`config.mk`:
```
export PLATFORM = sky130hd
export DESIGN_NAME = prefetch_unit
export DESIGN_NICKNAME = d
export VERILOG_FILES = /design/src/rtl/prefetch_unit.sv
export SDC_FILE = /design/constraint.sdc
export NUM_CORES = 1
export LEC_CHECK = 0
export BUFFER_PORTS_ARGS = -buffer_cell sky130_fd_sc_hd__buf_2
export CAP_MARGIN = 20
export CORE_UTILIZATION = 55
export CTS_BUF_LIST = sky130_fd_sc_hd__clkbuf_16
export DETAILED_ROUTE_END_ITERATION = 12
export PLACE_DENSITY = 0.78
export SKIP_CTS_REPAIR_TIMING = 1
export SYNTH_ARGS = -nofsm -noshare
export SYNTH_HDL_FRONTEND = slang
export SYNTH_SLANG_ARGS = --single-unit
```
`constraint.sdc`:
```
create_clock -name clk -period 2.5 [get_ports clk]
set_input_delay 0.25 -clock clk [delete_from_list [all_inputs] [get_ports clk]]
set_output_delay 0.25 -clock clk [all_outputs]
set_load 0.005 [all_outputs]
```
`src/rtl/prefetch_unit.sv`:
```
// Instruction prefetch queue: fetches 16-bit code words at CS:fetch_offset,
// splits them into bytes and hands them to the decoder in show-ahead order.
module prefetch_unit #(
  parameter int FIFO_DEPTH = 6
) (
  input  logic                               clk,
  input  logic                               reset,
  input  logic [15:0]                        cs,
  input  logic [15:0]                        new_ip,
  input  logic                               load_new_ip,
  output logic [18:0]                        mem_address,
  output logic                               mem_access,
  input  logic                               mem_ack,
  input  logic [15:0]                        mem_data,
  input  logic                               fifo_rd_en,
  output logic [7:0]                         fifo_rd_data,
  output logic                               fifo_empty,
  output logic [$clog2(FIFO_DEPTH+1)-1:0]    fifo_count
);

  localparam int CNT_W = $clog2(FIFO_DEPTH + 1);
  localparam int PTR_W = $clog2(FIFO_DEPTH);

  typedef enum logic [1:0] {IDLE, REQ, ABORT} state_t;

  state_t             state;
  logic [15:0]        fetch_offset;
  logic [7:0]         queue [FIFO_DEPTH];
  logic [PTR_W-1:0]   rd_ptr;
  logic [PTR_W-1:0]   wr_ptr;
  logic [CNT_W-1:0]   count;

  logic [19:0]        phys;
  logic               has_room;
  logic               accept;
  logic               push_two;
  logic               push_one;
  logic               pop;
  logic [CNT_W-1:0]   push_n;

  // Queue depth need not be a power of two, so pointers wrap explicitly.
  function automatic logic [PTR_W-1:0] ptr_inc(input logic [PTR_W-1:0] p);
    return (p == PTR_W'(FIFO_DEPTH - 1)) ? '0 : p + 1'b1;
  endfunction

  // 8086 addressing: segment*16 + offset, truncated to 20 bits.
  assign phys     = {cs, 4'h0} + {4'h0, fetch_offset};
  assign has_room = (count <= CNT_W'(FIFO_DEPTH - 2));
  assign accept   = (state == REQ) && mem_ack && !load_new_ip;
  assign push_two = accept && !fetch_offset[0];
  assign push_one = accept && fetch_offset[0];
  assign pop      = fifo_rd_en && (count != '0) && !load_new_ip;
  assign push_n   = push_two ? CNT_W'(2) : (push_one ? CNT_W'(1) : '0);

  assign fifo_count   = count;
  assign fifo_empty   = (count == '0);
  assign fifo_rd_data = fifo_empty ? 8'h00 : queue[rd_ptr];

  // Byte storage carries no reset; validity is tracked by count and pointers.
  always_ff @(posedge clk) begin
    if (push_two) begin
      queue[wr_ptr]          <= mem_data[7:0];
      queue[ptr_inc(wr_ptr)] <= mem_data[15:8];
    end else if (push_one) begin
      queue[wr_ptr]          <= mem_data[15:8];
    end
  end

  always_ff @(posedge clk) begin
    if (reset) begin
      state        <= IDLE;
      mem_access   <= 1'b0;
      fetch_offset <= 16'h0000;
      rd_ptr       <= '0;
      wr_ptr       <= '0;
      count        <= '0;
    end else begin
      if (load_new_ip) begin
        rd_ptr       <= '0;
        wr_ptr       <= '0;
        count        <= '0;
        fetch_offset <= new_ip;
      end else begin
        if (pop)
          rd_ptr <= ptr_inc(rd_ptr);
        if (push_two) begin
          wr_ptr       <= ptr_inc(ptr_inc(wr_ptr));
          fetch_offset <= fetch_offset + 16'd2;
        end else if (push_one) begin
          wr_ptr       <= ptr_inc(wr_ptr);
          fetch_offset <= fetch_offset + 16'd1;
        end
        count <= count + push_n - CNT_W'(pop);
      end

      case (state)
        IDLE: begin
          if (has_room && !load_new_ip) begin
            state       <= REQ;
            mem_access  <= 1'b1;
            mem_address <= phys[19:1];
          end
        end
        REQ: begin
          // An ack always ends the transaction, even when a flush discards it.
          if (mem_ack) begin
            state      <= IDLE;
            mem_access <= 1'b0;
          end else if (load_new_ip) begin
            state <= ABORT;
          end
        end
        ABORT: begin
          if (mem_ack) begin
            state      <= IDLE;
            mem_access <= 1'b0;
          end
        end
        default: begin
          state      <= IDLE;
          mem_access <= 1'b0;
        end
      endcase
    end
  end

endmodule

```
* Word-level counts from Yosys, hierarchy flattened
Memories as Yosys holds them, arrays and structs flattened. A register that Yosys moved wholly into a read port is not among the register bits.
Index checks and enable logic that the tools add are counted.
** Word-level totals
- Register bits after elaboration :: 47
- Bits in latches :: 0
- RAM bits :: 48
- Bits in read-only memories :: 0
- Bits of input ports :: 53
- Output and inout port bits :: 32
- Word-level logic and storage cells :: 74
- Memories kept :: 1
** Memory list
- queue :: depth 6, width 8, rd ports 1, clocked after memory_dff 1, wr ports 2, RTL line 28 : logic [7:0] queue [FIFO_DEPTH];
** Cells by class
- $add $sub $neg :: 8
- Multipliers :: 0
- Divide/modulo/power cells :: 0
- Magnitude comparators :: 1
- Eq/ne operators :: 9
- Shift operators :: 0
- Muxes and demuxes :: 27
- Bitwise operators :: 2
- Reduce and logical (&&, ||, !) cells :: 19
** Operators with widths (number)
- 16-bit 2-to-1 mux :: 3
- 3-bit 2-to-1 mux :: 7
- 20-bit by 16-bit adder with 20-bit output :: 1
- 16-bit by 1-bit adder with 16-bit output (second input constant) :: 1
- 16-bit by 2-bit adder with 16-bit output (second input constant) :: 1
- 8-bit 2-to-1 mux :: 2
- 2-bit 2-to-1 mux :: 5
- 3-bit by 1-bit adder with 3-bit output (second input constant) :: 3
- 3-bit == test (second input constant) :: 3
- 1-bit 2-to-1 mux :: 8
- 1-bit logical AND :: 7
- 2-bit one-hot mux with 3 select lines :: 1
- 3-bit AND reduction :: 2
- 3-bit nonzero test :: 2
- 2-bit != test (second input constant) :: 2
- 2-bit OR reduction :: 2
- 3-bit by 2-bit adder with 3-bit output :: 1
- 3-bit <= comparator (second input constant) :: 1
- 3-bit zero test :: 1
- 3-bit != test (second input constant) :: 1
- 3-bit by 1-bit subtractor with 3-bit output :: 1
- 2-bit by 1-bit == test with 1-bit output (second input constant) :: 1
- 2-bit == test (second input constant) :: 1
- 1-bit zero test :: 2
- other kinds (7) :: 7

* Logic depth before layout (Yosys ltp)
- Word-level depth :: 8
- Depth in mapped cells :: 12
- Gate-level depth less buffers :: 12

* Worst setup path after synthesis
No wires, ideal clock.
- Kind :: reg-to-reg
- From :: register fetch_offset[4]
- To :: register mem_address[17], data pin
- Setup time :: 268 ps
- Arrival time :: 1977 ps
- Data required time :: 2232 ps
- Setup slack :: 255 ps
- Cell stages (with the launch flop) :: 8
- Buffers on the path :: 0
- Period minus slack after synthesis :: 2245 ps
- Path through :: dfxtp_1 -> ha_1 -> fa_1 -> a21o_1 -> a221o_1 -> a31oi_1 -> a211oi_1 -> xor2_1
** On the way
- Longest elaborated chain between the ends :: 1
** RTL lines
- from (decl) :: RTL line 27 : logic [15:0] fetch_offset;
- from (signal assigned) :: RTL line 82 : fetch_offset <= new_ip;
- from (signal assigned) :: RTL line 88 : fetch_offset <= fetch_offset + 16'd2;
- from (signal assigned) :: RTL line 91 : fetch_offset <= fetch_offset + 16'd1;
- 20-bit by 16-bit adder with 20-bit output :: RTL line 47 : assign phys = {cs, 4'h0} + {4'h0, fetch_offset};
- net phys[18] :: RTL line 33 : logic [19:0] phys;
- to (signal assigned) :: RTL line 101 : mem_address <= phys[19:1];
- to (decl) :: RTL line 11 : output logic [18:0] mem_address,
The timed path passes the listed nets, and every way through them passes these cells.
A chain may end at the register's enable or synchronous reset.

* Final worst setup path
Ends and elaborated chain as after synthesis.

==> flow_metrics.tcl <==
set metrics [dict create \
    slowest_stage "fa_1" \
    rsz0062_at_grt "no" \
    maxCapViolations 0 \
    area_delta_synth_final_pct 17.0 \
    port_buffers 84 \
    seqCellArea_um2 2630 \
    ys_ff_latch 98 \
    max-clock-path-buffers 2 \
    synth.area.top_cells "edfxtp_1 (38%), dfxtp_1 (12%), mux2_2 (10%)" \
    syn_area_um2 5330 \
    worstPathArrival_ps 2470 \
    finalHoldViolCount 0 \
    slew_viol_final 0 \
    dieArea_um2 10100 \
    ant_nets 0 \
    antenna_found_initial 0 \
    clkSinkCount 98 \
    max_stage_delay_ps 420 \
    cts_root_buf "clkbuf_16" \
    synth_ff_type "edfxtp_1" \
    grt_pass1_vias 3944 \
    rows 35 \
    clkLatencyLatePin_ps 340 \
    grt_overflow 0 \
    min_path_type "input pin to flip-flop" \
    finalInstanceArea_um2 6230 \
    firstDrtPassIters 5 \
    cp-end-kind "flip-flop" \
    syn_nets 538 \
    gp_congestion 0.937 \
    critical-path-top-delay-family "compound AO/OA/AOI/OAI gates" \
    crit_chain "ha_1 -> fa_1 -> a21o_1 -> a221o_1 -> a31oi_2 -> a211oi_1 -> xor2_1" \
    internal-power_mw 2.70 \
    path_class "flip-flop to flip-flop" \
    cts_tree "yes" \
    finalWirelength_um 11800 \
    synth_edf_count 67 \
    fillers 750 \
    fp.dieH_um 100 \
    fin_setup_tns_ps 0 \
    status "finished clean" \
    worst_pin_slew_ps 608 \
    grt_first_pass_wirelength_um 19000 \
    post-route-drc-count 0 \
    critPathRequiredTime_ps 2580 \
    path_buf_inv 0 \
    via_per_inst 5.80 \
    syn_avg_cell_area_um2 11.5 \
    mostFrequentLayoutCells "buf_2 (84), edfxtp_1 (67), mux2_2 (48), nor2_1 (39), nand2_1 (34)" \
    worstSetupStartpointType "flip-flop" \
    final_cells 691 \
    finalCritPeriodShare 0.955 \
    cts.htree.levels 3 \
    comb_power_share 0.131 \
    vias 4009 \
    gr-usage-all-layers 0.246 \
    cp_max_fo 5 \
    drive_above_1_share 0.324 \
    ys_warn_count 0 \
    dp_hpwl_um 8250 \
    synth_top_area_cell "edfxtp_1" \
    place_area_um2 5940 \
    multi_input_area_um2 2580 \
    post_drt_wl_per_cell_um 17.0 \
    ir_drop_v 0.000405 \
    nets 631 \
    synthArstFlopShare 0 \
    synth.distinct_cells 53 \
    p_switching_mw 0.898 \
    fin_crit_ps 2390 \
    ios 85 \
    coreArea_um2 9330 \
    finalSetupViolCount 0 \
    switching_share 0.250 \
    n_antenna_cell 0 \
    clkPwrFrac 0.359 \
    syn_inst 464 \
    clkTransAtPathRegs_ps 70 \
    cellLeakagePower_nw 2.34 \
    start_util 0.571 \
    seq_area_frac_synth 0.494 \
    seq_power_share 0.510 \
    die_x_um 100 \
    grt_start_max_net_pins 26 \
    final_common_cell "buf_2" \
    relSlewSlack 0.594 \
    netlist.area_leader.share 0.378 \
    cts_buffers 9 \
    finalClockSkew_ps 8.08 \
    dpl.cell_count 675 \
    drt-initial-drc-count 174 \
    pwr_density_cell_nw_per_um2 577 \
    max_freq_mhz 419 \
    r2r_slack_ps 110 \
]
## worst register-to-register path, cell delays in order, from the launching register on
cell and delay, ps:
dfxtp_1 360, ha_1 230, fa_1 420, a21o_1 220, a221o_1 360, a31oi_2 270, a211oi_1 130, xor2_1 150
## kinds of logic (layout without fill, tap and decap cells)
logic type,after synthesis,count (layout),synth area share
AO/OA/AOI/OAI,83,83,0.0984
XOR/XNOR,28,28,0.0461
adder cells (fa/ha/maj),21,21,0.0522
buffers and inverters,29,127,0.0226
flip-flops,98,98,0.494
multiplexers,70,70,0.162
AND/OR/NAND/NOR,135,135,0.125
## cell usage after synthesis, types with 2 or more instances
cell type,instances
nor2b_1,4
nand4_1,3
o21a_1,2
and2_1,5
a31oi_1,2
edfxtp_1,67
a21o_1,3
a211oi_1,16
mux2i_1,14
nand2_1,34
a22oi_1,2
o31ai_1,2
and3_1,5
o211ai_1,2
nor3_1,16
inv_1,12
mux4_2,8
dfxtp_1,31
clkbuf_1,10
buf_2,2
a221o_1,2
xnor2_1,20
or3_1,2
nand3b_1,2
o21ai_1,3
xor2_1,8
mux2_2,48
o21ai_0,12
fa_1,2
nor2_2,2
ha_1,19
nand3_1,8
nand2b_1,3
a21oi_1,30
or2_2,2
nor2_1,39
buf_1,3
o221ai_1,2
and4_1,3
## metrics by stage
stage          hold WS, ps   util  power (mW)  worst slack, ps
2_1_floorplan          394      -        2.16              255
3_3_place_gp           476  0.637        2.31             91.6
3_5_place_dp           492  0.637        2.33             78.3
4_1_cts                143  0.667        3.60             58.2
5_1_grt                160  0.668        3.73             22.2
6_report               148  0.668        3.59              113
## registers in the layout, summed over array words and instances, names as in the netlist, named ones only
signal / flops
fetch_offset: 16
rd_ptr: 3
wr_ptr: 3
mem_access: 1
queue: 48
mem_address: 19
fifo_count: 3
state: 2
## final cells by class
cell class | instances | share of cell area
Inverter | 12 | 0.00723
Multi-Input combinational cell | 337 | 0.414
Sequential cell | 98 | 0.423
Clock buffer | 9 | 0.0362
Timing Repair Buffer | 99 | 0.0856
Clock inverter | 7 | 0.00864
Tap cell | 129 | 0.0259
## final timing paths
path,startpoint,endpoint,cells past startpoint
max reg2reg,fetch_offset[4],mem_address[17],7
min,new_ip[7],fetch_offset[7],3
max,fetch_offset[4],mem_address[17],7
min reg2reg,rd_ptr[2],rd_ptr[2],2
## power by group through the flow
stage          combinational [mW]  sequential [mW]  clock [mW]
2_1_floorplan               0.294             1.86           0
3_3_place_gp                0.443             1.87           0
3_5_place_dp                0.462             1.87           0
4_1_cts                     0.466             1.83        1.30
5_1_grt                     0.519             1.84        1.38
6_report                    0.470             1.83        1.29
## routing by layer
layer / up-vias / part of all wire / GRT usage
li1: 1929 / - / -
met1: 1925 / 0.43 / 0.322
met2: 138 / 0.50 / 0.417
met3: 17 / 0.056 / 0.0376
met4: 0 / 0.016 / 0.0825
met5: - / 0 / 0
No activity file was read; power rests on OpenSTA's default activity.
